### src/rtl/id_scoreboard_decoder_pkg.sv
// Shared widths and immediate-extension helpers for the decode/scoreboard stage.
// Helpers work on a fixed 64-bit carrier; callers cast to their own widths.
package id_scoreboard_decoder_pkg;

   localparam int DEF_DATA_W = 32;
   localparam int DEF_NREG   = 32;
   localparam int DEF_IMM_W  = 16;
   localparam int DEF_CNT_W  = 16;
   localparam int EXT_W      = 64;

   // Sign-extends the low w bits of v to EXT_W bits.
   function automatic logic [EXT_W-1:0] sext(input logic [EXT_W-1:0] v, input int w);
      logic signed [EXT_W-1:0] t;
      t = v << (EXT_W - w);
      return t >>> (EXT_W - w);
   endfunction

   function automatic logic [EXT_W-1:0] sext_sl2(input logic [EXT_W-1:0] v, input int w);
      return sext(v, w) << 2;
   endfunction

endpackage

### src/rtl/id_scoreboard.sv
// Busy-bit scoreboard: one bit per register, register 0 never busy.
// Set wins over both clears; queries ignore a bit that writeback clears this cycle.
module id_scoreboard #(
   parameter int NREG   = 32,
   parameter int ADDR_W = 5
) (
   input  logic              clk_i,
   input  logic              rst_ni,
   input  logic              set_i,
   input  logic [ADDR_W-1:0] set_addr_i,
   input  logic              wb_clr_i,
   input  logic [ADDR_W-1:0] wb_clr_addr_i,
   input  logic              fl_clr_i,
   input  logic [ADDR_W-1:0] fl_clr_addr_i,
   input  logic [ADDR_W-1:0] q_rs_addr_i,
   input  logic [ADDR_W-1:0] q_rt_addr_i,
   input  logic [ADDR_W-1:0] q_dst_addr_i,
   output logic              busy_rs_o,
   output logic              busy_rt_o,
   output logic              busy_dst_o,
   output logic [NREG-1:0]   busy_o
);

   logic [NREG-1:0] busy_q, busy_d;
   logic [NREG-1:0] wb_mask;
   logic [NREG-1:0] busy_eff;

   always_comb begin
      busy_d  = busy_q;
      wb_mask = '0;
      for (int i = 0; i < NREG; i++) begin
         wb_mask[i] = wb_clr_i && (wb_clr_addr_i == ADDR_W'(i));
         if (wb_mask[i]) busy_d[i] = 1'b0;
         if (fl_clr_i && (fl_clr_addr_i == ADDR_W'(i))) busy_d[i] = 1'b0;
         if (set_i && (set_addr_i == ADDR_W'(i))) busy_d[i] = 1'b1;
      end
      busy_d[0] = 1'b0;
   end

   always_ff @(posedge clk_i or negedge rst_ni) begin
      if (!rst_ni) busy_q <= '0;
      else         busy_q <= busy_d;
   end

   assign busy_eff   = busy_q & ~wb_mask;
   assign busy_rs_o  = busy_eff[q_rs_addr_i];
   assign busy_rt_o  = busy_eff[q_rt_addr_i];
   assign busy_dst_o = busy_eff[q_dst_addr_i];
   assign busy_o     = busy_q;

endmodule

### src/rtl/id_scoreboard_decoder.sv
// Decode stage: operand fetch with writeback bypass, immediate extension,
// RAW/WAW hazard stall against a busy-bit scoreboard, one-entry output register.
// Handshake: a transfer happens on a rising edge where valid && ready are both 1;
// valid never depends on ready, and a held output stays stable until taken or flushed.
module id_scoreboard_decoder
   import id_scoreboard_decoder_pkg::*;
#(
   parameter int   DATA_W = DEF_DATA_W,
   parameter int   NREG   = DEF_NREG,
   parameter int   IMM_W  = DEF_IMM_W,
   parameter int   CNT_W  = DEF_CNT_W,
   localparam int  ADDR_W = $clog2(NREG)
) (
   input  logic              clk_i,
   input  logic              rst_ni,
   input  logic              in_valid_i,
   output logic              in_ready_o,
   input  logic [ADDR_W-1:0] rs_i,
   input  logic [ADDR_W-1:0] rt_i,
   input  logic [ADDR_W-1:0] rd_i,
   input  logic [IMM_W-1:0]  imm_i,
   input  logic              uses_rt_i,
   input  logic              reg_dst_i,
   input  logic              reg_write_cu_i,
   output logic [ADDR_W-1:0] rf_addr1_o,
   output logic [ADDR_W-1:0] rf_addr2_o,
   input  logic [DATA_W-1:0] rf_data1_i,
   input  logic [DATA_W-1:0] rf_data2_i,
   input  logic              wb_valid_i,
   input  logic [ADDR_W-1:0] wb_addr_i,
   input  logic [DATA_W-1:0] wb_data_i,
   input  logic              flush_i,
   output logic              out_valid_o,
   input  logic              out_ready_i,
   output logic [DATA_W-1:0] out_data1_o,
   output logic [DATA_W-1:0] out_data2_o,
   output logic [IMM_W-1:0]  out_imm_raw_o,
   output logic [DATA_W-1:0] out_imm_sext_o,
   output logic [DATA_W-1:0] out_imm_sext_sl2_o,
   output logic [ADDR_W-1:0] out_dest_o,
   output logic              out_we_o,
   output logic              hazard_stall_o,
   output logic [CNT_W-1:0]  stall_cycles_o,
   output logic [NREG-1:0]   busy_o
);

   logic [ADDR_W-1:0] dest;
   logic              we, hazard, accept, wb_live;
   logic              busy_rs, busy_rt, busy_dst;
   logic [DATA_W-1:0] op1, op2;

   logic              out_valid_q, out_valid_d;
   logic [DATA_W-1:0] data1_q, data1_d, data2_q, data2_d;
   logic [IMM_W-1:0]  imm_q, imm_d;
   logic [DATA_W-1:0] sext_q, sext_d, sl2_q, sl2_d;
   logic [ADDR_W-1:0] dest_q, dest_d;
   logic              we_q, we_d;
   logic [CNT_W-1:0]  stall_q, stall_d;

   assign dest    = reg_dst_i ? rd_i : rt_i;
   assign we      = reg_write_cu_i && (dest != '0);
   assign wb_live = wb_valid_i && (wb_addr_i != '0);

   id_scoreboard #(.NREG(NREG), .ADDR_W(ADDR_W)) u_sb (
      .clk_i         (clk_i),
      .rst_ni        (rst_ni),
      .set_i         (accept && we),
      .set_addr_i    (dest),
      .wb_clr_i      (wb_live),
      .wb_clr_addr_i (wb_addr_i),
      .fl_clr_i      (flush_i && out_valid_q && we_q),
      .fl_clr_addr_i (dest_q),
      .q_rs_addr_i   (rs_i),
      .q_rt_addr_i   (rt_i),
      .q_dst_addr_i  (dest),
      .busy_rs_o     (busy_rs),
      .busy_rt_o     (busy_rt),
      .busy_dst_o    (busy_dst),
      .busy_o        (busy_o)
   );

   assign hazard         = busy_rs || (uses_rt_i && busy_rt) || (we && busy_dst);
   assign in_ready_o     = !hazard && (!out_valid_q || out_ready_i) && !flush_i;
   assign accept         = in_valid_i && in_ready_o;
   assign hazard_stall_o = in_valid_i && hazard;

   assign rf_addr1_o = rs_i;
   assign rf_addr2_o = rt_i;

   // Register 0 reads as zero even when a writeback targets it.
   assign op1 = (rs_i == '0) ? '0 : (wb_live && wb_addr_i == rs_i) ? wb_data_i : rf_data1_i;
   assign op2 = (rt_i == '0) ? '0 : (wb_live && wb_addr_i == rt_i) ? wb_data_i : rf_data2_i;

   always_comb begin
      out_valid_d = out_valid_q;
      data1_d     = data1_q;
      data2_d     = data2_q;
      imm_d       = imm_q;
      sext_d      = sext_q;
      sl2_d       = sl2_q;
      dest_d      = dest_q;
      we_d        = we_q;
      if (flush_i) begin
         out_valid_d = 1'b0;
      end else if (accept) begin
         out_valid_d = 1'b1;
         data1_d     = op1;
         data2_d     = op2;
         imm_d       = imm_i;
         sext_d      = DATA_W'(sext(EXT_W'(imm_i), IMM_W));
         sl2_d       = DATA_W'(sext_sl2(EXT_W'(imm_i), IMM_W));
         dest_d      = dest;
         we_d        = we;
      end else if (out_ready_i) begin
         out_valid_d = 1'b0;
      end
   end

   always_comb begin
      stall_d = stall_q;
      if (hazard_stall_o && (stall_q != '1)) stall_d = stall_q + CNT_W'(1);
   end

   always_ff @(posedge clk_i or negedge rst_ni) begin
      if (!rst_ni) begin
         out_valid_q <= 1'b0;
         data1_q     <= '0;
         data2_q     <= '0;
         imm_q       <= '0;
         sext_q      <= '0;
         sl2_q       <= '0;
         dest_q      <= '0;
         we_q        <= 1'b0;
         stall_q     <= '0;
      end else begin
         out_valid_q <= out_valid_d;
         data1_q     <= data1_d;
         data2_q     <= data2_d;
         imm_q       <= imm_d;
         sext_q      <= sext_d;
         sl2_q       <= sl2_d;
         dest_q      <= dest_d;
         we_q        <= we_d;
         stall_q     <= stall_d;
      end
   end

   assign out_valid_o        = out_valid_q;
   assign out_data1_o        = data1_q;
   assign out_data2_o        = data2_q;
   assign out_imm_raw_o      = imm_q;
   assign out_imm_sext_o     = sext_q;
   assign out_imm_sext_sl2_o = sl2_q;
   assign out_dest_o         = dest_q;
   assign out_we_o           = we_q;
   assign stall_cycles_o     = stall_q;

endmodule

### config.mk
export PLATFORM = sky130hd
export DESIGN_NAME = id_scoreboard_decoder
export DESIGN_NICKNAME = d
export VERILOG_FILES = /design/src/rtl/id_scoreboard_decoder_pkg.sv /design/src/rtl/id_scoreboard.sv /design/src/rtl/id_scoreboard_decoder.sv
export SDC_FILE = /design/constraint.sdc
export NUM_CORES = 1
export LEC_CHECK = 0
export BUFFER_PORTS_ARGS = -buffer_cell sky130_fd_sc_hd__buf_2
export CORE_ASPECT_RATIO = 0.6
export CORE_MARGIN = 5
export CORE_UTILIZATION = 53
export DETAILED_ROUTE_END_ITERATION = 16
export MAX_ROUTING_LAYER = met4
export PLACE_DENSITY = 0.95
export SETUP_SLACK_MARGIN = 0.1
export SYNTH_ARGS = -nofsm -noshare
export SYNTH_HDL_FRONTEND = slang
export SYNTH_HIERARCHICAL = 1
export SYNTH_SLANG_ARGS = --single-unit
### constraint.sdc
create_clock -name clk_i -period 11.05 [get_ports clk_i]
set_input_delay 2.21 -clock clk_i [delete_from_list [all_inputs] [get_ports clk_i]]
set_output_delay 2.21 -clock clk_i [all_outputs]
set_load 0.005 [all_outputs]
== Word-level counts from Yosys, hierarchy flattened ==
Index checks and enable logic that the tools add are counted.
Operators by class
  $add $sub $neg: 1
  order comparisons: 3
  equal/unequal tests: 96
  multiplexer cells: 107
  bitwise logic cells: 3
  reduce and logical (&&, ||, !) cells: 152
Operators by type and width (number)
  5-bit equality test, second input constant: 48
  32-bit two-way mux: 4
  5-bit by 4-bit equality test with 1-bit output, second input constant: 24
  1-bit logical AND: 108
  1-bit two-way mux: 99
  3-bit nonzero test: 32
  5-bit by 3-bit equality test with 1-bit output, second input constant: 12
  32-bit AND: 1
  32-bit inverter: 1
  5-bit by 2-bit equality test with 1-bit output, second input constant: 6
  5-bit by 6-bit < comparator with 1-bit output, second input constant: 3
  16-bit by 1-bit adder with 16-bit output, second input constant: 1
  16-bit != test, second input constant: 1
  1-bit binary-select mux with 5-bit select: 3
  5-bit by 1-bit equality test with 1-bit output, second input constant: 3
  5-bit zero test: 3
  5-bit equality test: 2
  5-bit nonzero test: 2
  5-bit two-way mux: 1
  1-bit zero test: 3
  1-bit logical OR: 3
  2-bit AND reduction: 1
  1-bit inverter: 1
Storage, ports and cells
  register bits: 166
  input bits: 141
  output and inout bits: 211
  logic and storage cells: 402

== Logic depth before layout (Yosys ltp) ==
  word-level depth: 17
  mapped depth: 17
  depth with buffers taken out: 15

== By module ==
The synthesis kept the hierarchy.
By module, submodules not included
  id_scoreboard_decoder: times used 1, cells each 518, area an instance 5530.3 µm², seq. area each 2577.5 µm²
  id_scoreboard: times used 1, cells each 345, area an instance 3071.7 µm², seq. area each 775.7 µm²

== Least setup slack after synthesis ==
No wires, ideal clock.
  path kind: input to output
  start point: input wb_addr_i[1]
  end point: output in_ready_o
  arrival time: 4847 ps
  required time: 8840 ps
  setup slack: 3993 ps
  cell stages on the path: 12
  buffers on the path: 1
  path through: or4_4 > o21ai_4 > inv_1 > and4_2 > buf_6 > a311oi_1 > nor2_1 > a211oi_1 > a2bb2oi_1 > nand2_1 > or3_1 > and2_1
Between the ends
  elaborated cells on any way between the ends: 81
  classes of those cells: eq/ne (31); mux (6); bitwise (2); reduce/logical (42)
RTL lines
  start: declaration: line id_scoreboard_decoder.sv:30  | input logic [ADDR_W-1:0] wb_addr_i,
  5-bit nonzero test (*): line id_scoreboard_decoder.sv:62  | assign wb_live = wb_valid_i && (wb_addr_i != '0);
  1-bit logical AND (*): line id_scoreboard_decoder.sv:62
  named net wb_live: line id_scoreboard_decoder.sv:48  | logic we, hazard, accept, wb_live;
  1-bit logical AND: line id_scoreboard.sv:32  | wb_mask[i] = wb_clr_i && (wb_clr_addr_i == ADDR_W'(i));
  32-bit inverter (*): line id_scoreboard.sv:45  | assign busy_eff = busy_q & ~wb_mask;
  32-bit AND (*): line id_scoreboard.sv:45
  1-bit binary-select mux with 5-bit select (*): line id_scoreboard.sv:48  | assign busy_dst_o = busy_eff[q_dst_addr_i];
  1-bit two-way mux (not written as such) (*): line id_scoreboard.sv:48
  named net busy_dst: line id_scoreboard_decoder.sv:49  | logic busy_rs, busy_rt, busy_dst;
  1-bit logical AND (*): line id_scoreboard_decoder.sv:82  | assign hazard = busy_rs || (uses_rt_i && busy_rt) || (we && busy_dst);
  1-bit logical OR (*): line id_scoreboard_decoder.sv:82
  1-bit zero test (*): line id_scoreboard_decoder.sv:83  | assign in_ready_o = !hazard && (!out_valid_q || out_ready_i) && !flush_i;
  1-bit logical AND (*) (2 in a row): line id_scoreboard_decoder.sv:83
  end: declaration: line id_scoreboard_decoder.sv:17  | output logic in_ready_o,
Mark *: on every way through the listed nets, which the timed path passes. The rest lies on a longest branch. The select of a mux whose other input is x is not followed.

== Final worst setup path ==
  start point: input wb_addr_i[1]
  end point: output hazard_stall_o
Between the ends
  elaborated cells on any way between the ends: 79
  classes of those cells: eq/ne (31); mux (6); bitwise (2); reduce/logical (40)
RTL lines
  5-bit nonzero test (*): line id_scoreboard_decoder.sv:62
  1-bit logical AND (*): line id_scoreboard_decoder.sv:62
  named net wb_live: line id_scoreboard_decoder.sv:48
  1-bit logical AND: line id_scoreboard.sv:32
  32-bit inverter (*): line id_scoreboard.sv:45
  32-bit AND (*): line id_scoreboard.sv:45
  1-bit binary-select mux with 5-bit select (*): line id_scoreboard.sv:48
  1-bit two-way mux (not written as such) (*): line id_scoreboard.sv:48
  named net busy_dst: line id_scoreboard_decoder.sv:49
  1-bit logical AND (*): line id_scoreboard_decoder.sv:82
  1-bit logical OR (*): line id_scoreboard_decoder.sv:82
  1-bit logical AND (*): line id_scoreboard_decoder.sv:85  | assign hazard_stall_o = in_valid_i && hazard;
  end: declaration: line id_scoreboard_decoder.sv:42  | output logic hazard_stall_o,
Marked as above.

==> flow_summary_export.csv <==
group,metric,value,unit
run_status,status,"finished clean",
cts,root_buffer,"clkbuf_16",
cells_and_area,layout_common_cells,"buf_2, dfrtp_1, mux2i_1",
cells_and_area,drive_above_1_share,39.4,%
cts,cts_max_path_buffers,2,
synth,yosysWarnings,6,
synth,synth_top_area_share,39.0,%
cts,clkSlewWorstSetupHoldPaths,60,ps
setup_path,critPathKind,"input pin to output port",
synth,synthArstFlopShare,100,%
global_route,grt_pass1_vias,7674,
cts,cts_buffers,17,
route,dr.pass1.iters,7,
sta,setup_tns,0,ps
cts,clock-sinks,134,
route,routedWlPerCell,22.5,um
sta,rsz0062_at_grt,"false",
power_and_ir_drop,power_density,171,nW/um^2
cells_and_area,diodes,0,
synth,synth_edf_count,0,
sta,slew_violations,0,
global_route,antenna_found_initial,0,
cts,postCtsSetupRepairBufs,0,
floorplan,dieArea,19000,um^2
synth,avgSynthCellArea,9.97,um^2
sta,skew,11.6,ps
global_route,grt_max_degree,69,
placement,dp_hpwl,22.8,mm
setup_path,cp_max_fo,28,
floorplan,die_w,174,um
setup_path,cp-start-kind,"input pin",
power_and_ir_drop,leakage,4.87,nW
sta,relSlewSlack,40.4,%
synth,synth_area_leader_cell,"dfrtp_1",
floorplan,core_area,16100,um^2
global_route,grt_pass1_wl,44.2,mm
run,cap_violations,0,
synth,synth_flop_cell,"dfrtp_1",
route,drt_iter0_markers,1118,
setup_path,crit_arrival,5840,ps
placement,routabilityCongestion,1.17,
sta,tightest_slew,893,ps
sta,period_needed,8050,ps
setup_path,critPathCaptureType,"output port",
synth,netlist-cell-type-count,75,
sta,final_hold_viol_count,0,
setup_path,critPathRequiredTime,8840,ps
power_and_ir_drop,ir_drop,0.000123,V
cts,h-tree-depth,4,
cells_and_area,final_common_cell,"buf_2",
synth,synth_area_leaders,"dfrtp_1, mux2i_1, buf_4",
route,wl,29.9,mm
placement,numPortBuffers,348,
global_route,grt_usage,30.7,%
cells_and_area,area_growth,20.3,%
cts,cts_tree,"built",
cts,insertion_delay,400,ps
route,drcViolationCount,0,
synth,synth_cells,863,
sta,max_freq,124,MHz
sta,finalSetupViolations,0,
route,vias,8286,
synth,synth_area,8600,um^2
floorplan,start_util,53.5,%
floorplan,rows,36,
cells_and_area,final_nets,1253,
cts,ctsResizeCount,0,
sta,period_share,72.8,%
synth,synth-seq-cells,134,
floorplan,die_y,109,um
floorplan,io_pins,352,
cts,cts_hold_buf,0,
route,drt-vias-per-instance,6.23,
global_route,globalRouteOverflowTotal,0,
route,ant_nets,0,
min_path,hold_path_class,"register to register",
power_and_ir_drop,finalPower,1.77,mW
synth,yosysSeqAreaShare,39.0,%
-- metrics by stage --
stage / setup WS (ps) / util, % / hold slack [ps] / cell area (um^2) / instances
finish: 3000 / 64.3 / 483 / 10300 / 1331
global route: 2780 / 64.3 / 494 / 10300 / 1331
floorplan: 3990 / - / 473 / 8610 / 864
CTS: 3140 / 64.3 / 484 / 10300 / 1331
global placement: 3190 / 60.7 / 459 / 9770 / 1301
detailed placement: 3140 / 60.7 / 471 / 9770 / 1301
-- power breakdown --
group | total (mW) | internal, mW | switching [mW]
clock network | 0.567 | 0.344 | 0.224
registers | 0.709 | 0.597 | 0.112
logic | 0.497 | 0.233 | 0.263
-- Yosys cell counts, types with 4 or more instances --
master / n
dfrtp_1: 134
mux2i_1: 96
nand2_1: 93
buf_4: 82
o21ai_1: 60
mux2_2: 36
nor2_1: 29
buf_2: 22
a311oi_1: 20
nand3_1: 20
xor2_1: 17
o21ai_0: 16
nor3_1: 15
buf_6: 13
a22o_1: 12
a22oi_1: 12
o211ai_1: 12
inv_1: 11
xnor2_1: 11
clkbuf_1: 10
a21oi_1: 9
a31oi_1: 9
nand2b_1: 9
nor2b_1: 9
o2111ai_1: 6
a211oi_1: 5
nor4_1: 5
o22ai_1: 5
o31ai_1: 5
a32o_1: 4
a32oi_1: 4
nand4_1: 4
o311ai_0: 4
-- layer usage --
layer,wire [um],track usage [%]
met5,0,-
met2,13300,44.4
met1,12100,42.6
met3,4010,10.0
met4,524,6.15
-- cell families after synthesis --
| logic type | share of synthesized area (%) |
|---|---|
| and+or+nand+nor | 13.3 |
| AOI/OAI and AO/OA | 17.3 |
| buffers and inverters | 11.1 |
| DFF | 39.0 |
| muxes | 16.1 |
| xor gates and xnor gates | 3.04 |
| other | 0.0873 |
| adders and majority gates | 0.145 |
-- final cells by class --
type | instances | area, um^2
clock buffers | 19 | 453
well taps | 209 | 262
clock inverters | 11 | 125
inverters | 11 | 41.3
fillers | 1305 | 5730
multi-input cells | 592 | 4310
repair buffers | 355 | 1800
flip-flops and latches | 134 | 3350
-- worst paths after layout --
path	from	depth (start not counted)	slack (ps)	end
max in group asynchronous	rst_ni	2	7920	out_data1_o[0]
setup / recovery	wb_addr_i[1]	13	3000	hazard_stall_o
setup reg to reg	u_sb/busy_o[22]	13	7220	u_sb/busy_o[7]
min in group asynchronous	rst_ni	1	1800	out_dest_o[2]
hold reg to reg	out_data2_o[13]	2	480	out_data2_o[13]
hold / removal	out_data2_o[13]	2	480	out_data2_o[13]
-- worst max-delay path, cell delays in order --
cell and delay, ps:
buf_2 490, or4_4 270, o21ai_4 70, inv_1 280, nand4bb_1 320, o31ai_1 540
o2111ai_1 200, a41oi_2 250, a2bb2oi_1 120, and3_1 210, a32oi_2 650, inv_1 80
buf_2 150
-- state kept, by name, summed over array words and instances (netlist names) --
register and flops:
out_data2_o 32, out_we_o 1, stall_cycles_o 16, u_sb/busy_o 31, out_valid_o 1, out_data1_o 32, out_dest_o 5, out_imm_sext_o 16
(Power assumes the default switching activity.)
